### config.mk
export PLATFORM = sky130hd
export DESIGN_NAME = rgb_kernel3x3_filter
export DESIGN_NICKNAME = d
export VERILOG_FILES = /design/src/rtl/rgb_kernel3x3_filter.sv
export SDC_FILE = /design/constraint.sdc
export NUM_CORES = 1
export LEC_CHECK = 0
export ABC_AREA = 1
export BUFFER_PORTS_ARGS = -buffer_cell sky130_fd_sc_hd__buf_2
export CELL_PAD_IN_SITES_DETAIL_PLACEMENT = 1
export CELL_PAD_IN_SITES_GLOBAL_PLACEMENT = 2
export CORE_ASPECT_RATIO = 1.25
export CORE_MARGIN = 8
export CORE_UTILIZATION = 34
export DETAILED_ROUTE_END_ITERATION = 10
export HOLD_SLACK_MARGIN = 0.15
export PLACE_DENSITY_LB_ADDON = 0.1
export SLEW_MARGIN = 15
export SYNTH_ARGS = -nofsm -noshare
export SYNTH_HDL_FRONTEND = slang
export SYNTH_SLANG_ARGS = --single-unit
### constraint.sdc
create_clock -name clk -period 4.6 [get_ports clk]
set_clock_uncertainty 0.1 [all_clocks]
set_input_delay 1.15 -clock clk [delete_from_list [all_inputs] [get_ports clk]]
set_output_delay 1.15 -clock clk [all_outputs]
set_load 0.03 [all_outputs]
### src/rtl/rgb_kernel3x3_filter.sv
`default_nettype none
// -----------------------------------------------------------------------------
// rgb_kernel3x3_filter: 3-stage 3x3 RGB kernel filter (box/Gaussian/sharpen/bypass)
// Optional feature macro: KERNEL_SHARPEN_EN.                         Rev 1.0
// -----------------------------------------------------------------------------
module rgb_kernel3x3_filter #(
  parameter  int CW  = 4,
  parameter  int NCH = 3,
  localparam int PW  = CW * NCH
) (
  input  logic            clk,
  input  logic            reset_n,
  input  logic            in_valid,
  output logic            in_ready,
  input  logic [9*PW-1:0] window_data,
  input  logic [1:0]      mode,
  output logic            out_valid,
  input  logic            out_ready,
  output logic [PW-1:0]   filter_out,
  output logic [PW-1:0]   center_out
);

  localparam logic [1:0] MODE_BOX   = 2'd0;
  localparam logic [1:0] MODE_GAUSS = 2'd1;
`ifdef KERNEL_SHARPEN_EN
  localparam logic [1:0] MODE_SHARP = 2'd2;
`endif

  // Wide enough to hold the box product S*57+256 without overflow.
  localparam int XW = CW + 11;
  localparam logic [XW-1:0]   MAX_X   = XW'((64'd1 << CW) - 64'd1);
  localparam logic [XW-1:0]   BOX_MUL = XW'(57);
  localparam logic [XW-1:0]   BOX_RND = XW'(256);
  localparam logic [CW+4:0]   GAU_RND = (CW+5)'(8);

  function automatic logic [CW-1:0] sat(input logic [XW-1:0] v);
    return (v > MAX_X) ? MAX_X[CW-1:0] : v[CW-1:0];
  endfunction

  logic            adv;
  logic            s1_valid;
  logic [1:0]      s1_mode;
  logic [9*PW-1:0] s1_win;
  logic            s2_valid;
  logic [1:0]      s2_mode;
  logic [PW-1:0]   s2_center;
  logic [PW-1:0]   res_pix;

  assign adv      = !out_valid || out_ready;
  assign in_ready = adv;

  always_ff @(posedge clk or negedge reset_n) begin
    if (!reset_n) begin
      s1_valid   <= 1'b0;
      s1_mode    <= 2'd0;
      s1_win     <= '0;
      s2_valid   <= 1'b0;
      s2_mode    <= 2'd0;
      s2_center  <= '0;
      out_valid  <= 1'b0;
      filter_out <= '0;
      center_out <= '0;
    end else if (adv) begin
      s1_valid   <= in_valid;
      s1_mode    <= mode;
      s1_win     <= window_data;
      s2_valid   <= s1_valid;
      s2_mode    <= s1_mode;
      s2_center  <= s1_win[9*PW-1 -: PW];
      out_valid  <= s2_valid;
      filter_out <= res_pix;
      center_out <= s2_center;
    end
  end

  for (genvar ch = 0; ch < NCH; ch++) begin : g_ch
    // px[8] is the centre; 7..4 are the edge neighbours, 3..0 the corners.
    logic [CW-1:0] px [9];
    logic [CW+1:0] e_sum, k_sum;
    logic [CW-1:0] c_q;
    logic [CW+1:0] e_q, k_q;
    logic [CW+3:0] box_sum;
    logic [XW-1:0] box_prod, box_shr;
    logic [CW+4:0] gau_sum;
    logic [XW-1:0] gau_shr;
    logic [CW-1:0] res;

    for (genvar j = 0; j < 9; j++) begin : g_px
      assign px[j] = s1_win[j*PW + ch*CW +: CW];
    end

    assign e_sum = {2'b00, px[7]} + {2'b00, px[6]} + {2'b00, px[5]} + {2'b00, px[4]};
    assign k_sum = {2'b00, px[3]} + {2'b00, px[2]} + {2'b00, px[1]} + {2'b00, px[0]};

    always_ff @(posedge clk or negedge reset_n) begin
      if (!reset_n) begin
        c_q <= '0;
        e_q <= '0;
        k_q <= '0;
      end else if (adv) begin
        c_q <= px[8];
        e_q <= e_sum;
        k_q <= k_sum;
      end
    end

    assign box_sum  = {4'b0000, c_q} + {2'b00, e_q} + {2'b00, k_q};
    assign box_prod = {7'b0000000, box_sum} * BOX_MUL + BOX_RND;
    assign box_shr  = box_prod >> 9;
    assign gau_sum  = {3'b000, c_q, 2'b00} + {2'b00, e_q, 1'b0} + {3'b000, k_q} + GAU_RND;
    assign gau_shr  = {6'b000000, gau_sum} >> 4;

`ifdef KERNEL_SHARPEN_EN
    logic signed [CW+3:0] c_s, e_s, sh;
    assign c_s = signed'({4'b0000, c_q});
    assign e_s = signed'({2'b00, e_q});
    assign sh  = (c_s <<< 2) + c_s - e_s;
`endif

    always_comb begin
      res = c_q;
      case (s2_mode)
        MODE_BOX:   res = sat(box_shr);
        MODE_GAUSS: res = sat(gau_shr);
`ifdef KERNEL_SHARPEN_EN
        MODE_SHARP: res = sh[CW+3] ? '0 : sat({7'b0000000, sh});
`endif
        default:    res = c_q;
      endcase
    end

    assign res_pix[ch*CW +: CW] = res;
  end

endmodule
`default_nettype wire
==> out/qor.csv <==
stage;metric;value;unit
yosys;synth_top_cells_by_count;nand2_1, dfrtp_1, ha_1, inv_1, fa_1;
critical_path;slowest_stage;fa_1;
critical_path;cp_top_family;adder cells;
yosys;synth_edf_count;0;
worst_hold_path;holdPathEnd;out_valid;
timing;setup_violations;12;
finish;area_delta_synth_final;28.3;%
drt;antenna_left;0;
critical_path;worstPathArrival;5.08;ns
yosys;synthMuxAreaShare;0;
worst_hold_path;min_from;s2_valid;
drt;dr_wl_met2;17500;microns
global_routing;grt_overflow_total;0;
yosys;synth_top_cell_by_area;dfrtp_1;
yosys;synth-compound-area-share;0.0682;
floorplanning;core-area;39100;sq um
critical_path;r2r_slack;-0.20;ns
critical_path;crit_path_start_kind;flop;
global_routing;track_usage;0.161;
yosys;synthArstFlopShare;1.00;
clock_tree;numCtsBuffers;17;
yosys;synthCells;1525;
yosys;synth_top_family_by_area;adder cells;
timing;timing.slew.headroom;0.341;
drt;wl;35900;microns
floorplanning;dieHeight;239;microns
finish;fin_util;0.442;
global_routing;antenna_found_initial;0;
critical_path;crit_path_frequent_cell;ha_4;
clock_tree;clk_pin_slew;0.08;ns
critical_path;reg2reg_from;s2_center[5];
timing;hold_viol_final;0;
drt;vias;10467;
timing;fin_hold_ws;0.354;ns
clock_tree;clockBufferDepth;2;
drt;avgRoutedWirePerCell;15.7;microns
global_routing;grt_max_degree;199;
drt;wl_met3;914;microns
timing;fmax;0.208;GHz
finish;fin_nets;2166;
placed_design;place_inst;2244;
drt;route.detailed.drc;0;
critical_path;r2r-end;filter_out[6];
drt;highest_layer;met4;
timing;fin_crit;4.80;ns
floorplanning;fp.dieW;194;microns
critical_path;cpPeakStageDelay;0.53;ns
clock_tree;cts_tree;yes;
floorplanning;io_pins;140;
yosys;yosys_warnings;0;
yosys;synth_fp_nets;1912;
worst_hold_path;hp-class;flop to flop;
placed_design;io_buffers;139;
job;cap_violations;0;
finish;fin_cells;2290;
clock_tree;clk_latency;0.46;ns
outcome;status;finished with violations;
clock_tree;clock-root-buffer;clkbuf_16;
critical_path;required;4.88;ns
floorplanning;fp-row-count;81;
yosys;ys_ff_latch;187;
timing;worst-slew-pin-transition;0.984;ns
yosys;syn-cell-area;13500;sq um
yosys;yosysSeqAreaShare;0.347;
critical_path;cp_max_fo;4;
global_routing;grt_pass1_wl;60600;microns
clock_tree;h-tree-depth;4;
placed_design;place_hpwl;27900;microns
drt;routed_via_density;4.57;
yosys;synthXorXnorAreaFrac;0.0199;
yosys;synthAdderAreaFrac;0.309;
critical_path;ff2ff_path_depth;28;
floorplanning;initial_utilization;0.344;
finish;layout-drive-gt1-share;0.280;
critical_path;worstSetupPathType;flop to flop;
critical_path;critPathCaptureType;flop;
drt;drt-met1-wl;17100;microns
yosys;synthTopCellsByArea;dfrtp_1, ha_1, fa_1;
global_routing;grt_pass1_vias;11925;
timing;final_max_slew_viol_count;0;
drt;drt-initial-drc-count;316;
yosys;synth.most_common_cell;nand2_1;
timing;finalSetupTns;-2.15;ns
yosys;synth_area_per_cell;8.83;sq um
timing;fin_crit_sh;1.04;
yosys;synth_cell_types;31;
timing;setup_ws;-0.201;ns
worst_hold_path;holdPathStages;2;
yosys;synth_simple_gate_area_frac;0.194;
drt;dr.pass1.iters;4;
critical_path;cp.buffers_inverters;4;
placed_design;gp_congestion;0.804;
yosys;synth_top_area_frac;0.347;
timing;grt_setup_unrepaired;yes;
yosys;synth_ff_type;dfrtp_1;
finish;diodes;0;
outcome;failed_checks;negative setup slack;
floorplanning;dieArea;46300;sq um
clock_tree;cts.sink_count;187;
worst reg2reg max path, delay by kind of cell (launching register included):
kind / cells / cell delay [ns]
AO/OA/AOI/OAI: 6 / 0.89
XOR/XNOR: 1 / 0.15
adder cells (fa/ha/maj): 8 / 2.23
buffers and inverters: 4 / 0.19
flip-flops: 1 / 0.35
AND/OR/NAND/NOR: 9 / 0.82
layout by cell type, fill, tap and decap left out, drive strengths merged, types with 19 or more instances in the layout:
cell type and instances:
buf 277, inv 183, a21oi 60, ha 174
dfrtp 187, fa 99, nor2 66, nand2 540
nand3 27, o21ai 85, clkbuf 19
layout make-up:
| cell class | instances | area [sq um] |
|---|---|---|
| inverters | 177 | 669 |
| clock inverters | 14 | 168 |
| well taps | 498 | 623 |
| flip-flops and latches | 187 | 4680 |
| repair buffers | 278 | 1790 |
| fillers | 4581 | 21800 |
| multi-input cells | 1118 | 8920 |
| clock buffers | 18 | 429 |
sequential cells by signal, indices dropped and copies added (netlist names), 2 cells and up:
name / count
filter_out: 12
s2_mode: 2
s2_center: 12
g_ch.e_q: 18
s1_mode: 2
center_out: 12
g_ch.k_q: 18
s1_win: 108
per-layer routing:
metal,vias up,global-route usage
li1,5268,-
met5,-,0
met3,23,0.0276
met2,112,0.279
met1,5064,0.207
met4,0,0.0375
through the flow:
step / worst slack [ns] / instance area, sq um
after global routing: -0.496 / 17300
after global placement: -0.276 / 16000
after detailed placement: -0.381 / 16000
after floorplan: -0.0105 / 13900
after CTS: -0.255 / 17000
final: -0.201 / 17300
kinds of logic (layout without fill, tap and decap cells):
kind of cell / count (synthesis) / in the layout
simple gates: 657 / 657
fa+ha+maj: 273 / 273
buf+inv: 220 / 487
flops: 187 / 187
compound gates: 160 / 160
xor+xnor: 28 / 28
worst max-delay path by stage:
stage | slack (ns) | from | depth (start not counted) | end
2_1_floorplan | -0.01 | g_ch[1].e_q[1] | 29 | filter_out[5]
3_3_place_gp | -0.28 | s2_center[3] | 24 | filter_out[3]
3_5_place_dp | -0.38 | s2_center[3] | 25 | filter_out[2]
4_1_cts | -0.26 | s2_center[5] | 28 | filter_out[6]
5_1_grt | -0.50 | s2_center[5] | 28 | filter_out[6]
6_report | -0.20 | s2_center[5] | 28 | filter_out[6]
what timing repair did:
| item | 4_1_cts | 5_1_grt |
|---|---|---|
| setup endpoints to repair | 12 | 12 |
| hold buffers | 0 | 0 |
| buffers inserted | 8 | 6 |
| resized for setup | 52 | 44 |
| pin swaps | 50 | 40 |
| hold endpoints to repair | 0 | 0 |
Power is left out: the tool's default activity adds up to more than one toggle a clock period on the data nets, which glitch-free logic cannot reach.
